### src/rtl/alu_seq.sv
// Sequencer that feeds an external ALU from a 4x8 register file and returns results
// through a valid/ready response port. ALU_LAT sets the external ALU's pipeline depth.
module alu_seq #(
    parameter int unsigned ALU_LAT = 1
) (
    input  logic       ck,
    input  logic       rst_n,
    input  logic       cmd_valid,
    output logic       cmd_ready,
    input  logic       cmd_ld,
    input  logic [3:0] cmd_op,
    input  logic [1:0] cmd_rd,
    input  logic [1:0] cmd_ra,
    input  logic [1:0] cmd_rb,
    input  logic       cmd_imm_en,
    input  logic [7:0] cmd_imm,
    output logic [7:0] alu_a,
    output logic [7:0] alu_b,
    output logic [3:0] alu_ctr,
    input  logic [7:0] alu_o,
    output logic       rsp_valid,
    input  logic       rsp_ready,
    output logic [7:0] rsp_data,
    output logic [1:0] rsp_rd,
    output logic       busy
);

    localparam int unsigned CntW = (ALU_LAT > 0) ? $clog2(ALU_LAT + 1) : 1;

    typedef enum logic [1:0] {StIdle, StIssue, StWait, StResp} state_e;

    state_e            state_q, state_d;
    logic [CntW-1:0]   cnt_q, cnt_d;
    logic [7:0]        rf_q [4];
    logic [7:0]        rf_d [4];
    logic [7:0]        alu_a_q, alu_a_d;
    logic [7:0]        alu_b_q, alu_b_d;
    logic [3:0]        alu_ctr_q, alu_ctr_d;
    logic [1:0]        rd_q, rd_d;
    logic [7:0]        rsp_data_q, rsp_data_d;
    logic [1:0]        rsp_rd_q, rsp_rd_d;

    always_comb begin
        state_d    = state_q;
        cnt_d      = cnt_q;
        rf_d       = rf_q;
        alu_a_d    = alu_a_q;
        alu_b_d    = alu_b_q;
        alu_ctr_d  = alu_ctr_q;
        rd_d       = rd_q;
        rsp_data_d = rsp_data_q;
        rsp_rd_d   = rsp_rd_q;
        unique case (state_q)
            StIdle: begin
                if (cmd_valid) begin
                    if (cmd_ld) begin
                        rf_d[cmd_rd] = cmd_imm;
                        rsp_data_d   = cmd_imm;
                        rsp_rd_d     = cmd_rd;
                        state_d      = StResp;
                    end else begin
                        // Operands are read here, so rd==ra/rb sees the pre-write value.
                        alu_a_d   = rf_q[cmd_ra];
                        alu_b_d   = cmd_imm_en ? cmd_imm : rf_q[cmd_rb];
                        alu_ctr_d = cmd_op;
                        rd_d      = cmd_rd;
                        cnt_d     = CntW'(ALU_LAT);
                        state_d   = StIssue;
                    end
                end
            end
            StIssue, StWait: begin
                if (cnt_q == '0) begin
                    rf_d[rd_q] = alu_o;
                    rsp_data_d = alu_o;
                    rsp_rd_d   = rd_q;
                    state_d    = StResp;
                end else begin
                    cnt_d   = cnt_q - CntW'(1);
                    state_d = StWait;
                end
            end
            StResp: begin
                if (rsp_ready) begin
                    state_d = StIdle;
                end
            end
            default: state_d = StIdle;
        endcase
    end

    always_ff @(posedge ck) begin
        if (!rst_n) begin
            state_q    <= StIdle;
            cnt_q      <= '0;
            rf_q       <= '{default: '0};
            alu_a_q    <= '0;
            alu_b_q    <= '0;
            alu_ctr_q  <= '0;
            rd_q       <= '0;
            rsp_data_q <= '0;
            rsp_rd_q   <= '0;
        end else begin
            state_q    <= state_d;
            cnt_q      <= cnt_d;
            rf_q       <= rf_d;
            alu_a_q    <= alu_a_d;
            alu_b_q    <= alu_b_d;
            alu_ctr_q  <= alu_ctr_d;
            rd_q       <= rd_d;
            rsp_data_q <= rsp_data_d;
            rsp_rd_q   <= rsp_rd_d;
        end
    end

    assign cmd_ready = (state_q == StIdle);
    assign busy      = (state_q != StIdle);
    assign rsp_valid = (state_q == StResp);
    assign rsp_data  = rsp_data_q;
    assign rsp_rd    = rsp_rd_q;
    assign alu_a     = alu_a_q;
    assign alu_b     = alu_b_q;
    assign alu_ctr   = alu_ctr_q;

endmodule

### config.mk
export PLATFORM = sky130hd
export DESIGN_NAME = alu_seq
export DESIGN_NICKNAME = d
export VERILOG_FILES = /design/src/rtl/alu_seq.sv
export SDC_FILE = /design/constraint.sdc
export NUM_CORES = 1
export LEC_CHECK = 0
export BUFFER_PORTS_ARGS = -buffer_cell sky130_fd_sc_hd__buf_2
export CAP_MARGIN = 10
export CORE_ASPECT_RATIO = 0.75
export CORE_MARGIN = 4
export CORE_UTILIZATION = 53
export DETAILED_ROUTE_END_ITERATION = 16
export PLACE_DENSITY = 0.75
export SYNTH_ARGS = -nofsm -noshare
export SYNTH_HDL_FRONTEND = slang
export SYNTH_SLANG_ARGS = --single-unit
### constraint.sdc
create_clock -name ck -period 3.4 [get_ports ck]
set_input_delay 0.17 -clock ck [delete_from_list [all_inputs] [get_ports ck]]
set_output_delay 0.17 -clock ck [all_outputs]
set_load 0.005 [all_outputs]
==> impl_metrics.csv <==
group,metric,value,unit
logic_synthesis,yosysTopAreaCellShare,32.3,%
place,placed_area,0.00440,sq mm
floorplanning,start_util,55.7,%
global_route,grt_overflow,0,
logic_synthesis,synth-simple-area-share,23.5,%
logic_synthesis,syn_nets,471,
pwr,p_total,2.38,mW
critical_path,critPathRequiredTime,3610,ps
cells_and_area,design_area,0.00459,sq mm
timing,maxSlewViolCount,0,
floorplanning,die_area,0.00934,sq mm
drt,wl_met3,654,microns
cells_and_area,nFillCells,639,
logic_synthesis,synthAdderAreaFrac,0.602,%
pwr,power_leakage,1.92,nW
logic_synthesis,synthArstFlopShare,0,%
cells_and_area,nNetsFinal,502,
clock_tree,clk_latency,340,ps
global_route,grt_use_total,23.4,%
logic_synthesis,synth.area.mux_share,19.0,%
critical_path,end_kind,"flop",
logic_synthesis,netlist_instances,437,
floorplanning,ios,65,
logic_synthesis,avgSynthCellArea,9.51,sq um
pwr,powerDensity,518,mW/mm^2
critical_path,worstPathCellList,"inv_1 > ha_2 > buf_4 > nor3b_2 > o2111ai_4 > mux2i_1",
timing,finClkSkew,7.55,ps
logic_synthesis,ys.flop_type,"dfxtp_1",
logic_synthesis,synth.cell_area,0.00416,sq mm
floorplanning,core_area,0.00747,sq mm
clock_tree,cts_made_buffers,9,
critical_path,critPathKind,"flop to flop",
critical_path,max_stage_delay,550,ps
drt,drc,0,
global_route,antenna_found_initial,0,
drt,wl_met2,5200,microns
logic_synthesis,synth_largest_area_cell,"dfxtp_1",
drt,met1_length,4670,microns
place,gp_congestion,0.814,
clock_tree,root_buffer,"clkbuf_8",
clock_tree,cts_tree,"yes",
logic_synthesis,synth-xor-area-share,0,%
drt,first_pass_iters,5,
clock_tree,cts_buffer_depth,2,
critical_path,critPathArrivalTime,2380,ps
place,port_buffers,64,
timing,finalHoldViolCount,0,
drt,via_count,3687,
drt,wl,10700,microns
drt,detail_route.iter0.violations,314,
floorplanning,num_rows,27,
logic_synthesis,yosysUniqueCellTypes,42,
timing,setup_viol,0,
timing,fin_hold_ws,66.6,ps
critical_path,cpMaxStageDelayCell,"ha_2",
timing,max_freq,461,MHz
clock_tree,postCtsHoldBufs,0,
cells_and_area,syn_to_final_growth,10.4,%
logic_synthesis,ys.warnings.count,0,
critical_path,crit_buf_inv,2,
timing,fin_crit_sh,63.8,%
critical_path,path_delay_family,"adder cells",
run,drv_cap,0,
place,hpwl,7350,microns
clock_tree,cts_max_level,3,
clock_tree,post_cts_resized,0,
global_route,grt_max_degree,67,
floorplanning,die_y,84.7,microns
clock_tree,postCtsSetupBuffers,0,
logic_synthesis,synth-compound-area-share,18.1,%
timing,max_slew_margin,33.7,%
logic_synthesis,ys_seq_area_share,32.3,%
logic_synthesis,synth_top_family_by_area,"simple AND/OR/NAND/NOR gates",
global_route,grt_pass1_wl,17400,microns
critical_path,worst-path-max-fanout,24,
drt,drt-wirelength-per-cell,18.6,microns
run_status,outcome,"finished clean",
logic_synthesis,synthTopCellsByArea,"dfxtp_1, mux2i_1, nand2_1",
critical_path,start_kind,"flop",
hold_path,worstHoldStart,"cmd_op[3]",
logic_synthesis,synth_edf_count,0,
pwr,ir_worst_vdd,0.276,mV
clock_tree,clkTransAtPathRegs,70,ps
drt,ant_nets,0,
timing,fin_setup_tns,0,ps
floorplanning,die_w,110,microns
cells_and_area,drive_above_1_share,27.9,%
logic_synthesis,synthTopCellsByCount,"dfxtp_1, nand2_1, mux2i_1, o21ai_0, a21oi_1",
drt,viasPerCell,6.42,
global_route,grt_pass1_vias,3412,
clock_tree,cts_sinks,67,
critical_path,r2r-start,"state_q[1]",
timing,min_period,2170,ps
critical_path,startpoint,"state_q[1]",
drt,top_layer,"met4",
timing,grt_setup_unrepaired,"no",
logic_synthesis,yosysMostFrequentCell,"dfxtp_1",
cells_and_area,diodes,0,
logic_synthesis,ys_ff_latch,67,
timing,worst_pin_slew,994,ps
hold_path,worstHoldPathType,"primary input to flop",
[worst register-to-register path, cell delays in order (launching register included)]
cell       delay [ps]
dfxtp_1           350
inv_1              60
ha_2              550
buf_4             310
nor3b_2           280
o2111ai_4         280
mux2i_1           210
[through the flow]
| stage | util [%] | std cells | worst slack (ps) |
|---|---|---|---|
| after floorplan | - | 437 | 1690 |
| after global placement | 59.0 | 558 | 1340 |
| after detailed placement | 59.0 | 558 | 1230 |
| after CTS | 61.5 | 574 | 1220 |
| after global routing | 61.5 | 574 | 1050 |
| final | 61.5 | 574 | 1230 |
[logic make-up after synthesis]
family	Yosys count
buffers and inverters	55
AOI/OAI and AO/OA	102
muxes	67
and+or+nand+nor	144
DFF	67
adders and majority gates	2
[sequential cells by signal (all words and copies together) (netlist names)]
name	cells
rf_q	32
cnt_q	1
rd_q	2
state_q	2
rsp_data	8
alu_a	8
rsp_rd	2
alu_b	8
alu_ctr	4
[routing by layer]
metal	GRT usage [%]	vias to the layer above
li1	-	1720
met1	30.4	1806
met2	39.3	146
met3	5.38	15
met4	5.82	0
met5	0	-
[layout make-up]
type,instances,area [sq um],share of cell area (%)
Sequential cell,67,1340,29.2
Inverter,4,15.0,0.327
Timing Repair Buffer,71,373,8.12
Multi-Input combinational cell,315,2550,55.5
Clock buffer,14,153,3.33
Tap cell,101,126,2.75
Clock inverter,2,35.0,0.763
[placed cells by master (no fill, tap or decap), types with 10 or more instances in the layout]
master / count
and4b_1: 16
nor4bb_1: 17
a31oi_1: 10
nand2_1: 62
a21oi_1: 25
buf_2: 64
a211oi_2: 10
mux2i_1: 43
dfxtp_1: 67
clkbuf_8: 10
mux2_2: 15
o21ai_0: 35
[worst paths after layout]
kind / to / slack, ps / cells past startpoint
max: rf_q[28] / 1230 / 6
min: alu_ctr[3] / 70 / 3
max reg2reg: rf_q[28] / 1230 / 6
min reg2reg: alu_ctr[3] / 450 / 2
[where the power goes]
part | internal (mW) | switching [mW] | leakage (nW)
Sequential | 0.863 | 0.0532 | 0.545
Combinational | 0.344 | 0.466 | 1.28
Clock | 0.359 | 0.291 | 0.0947
Total | 1.57 | 0.809 | 1.92
No activity file was read; power rests on OpenSTA's default activity.
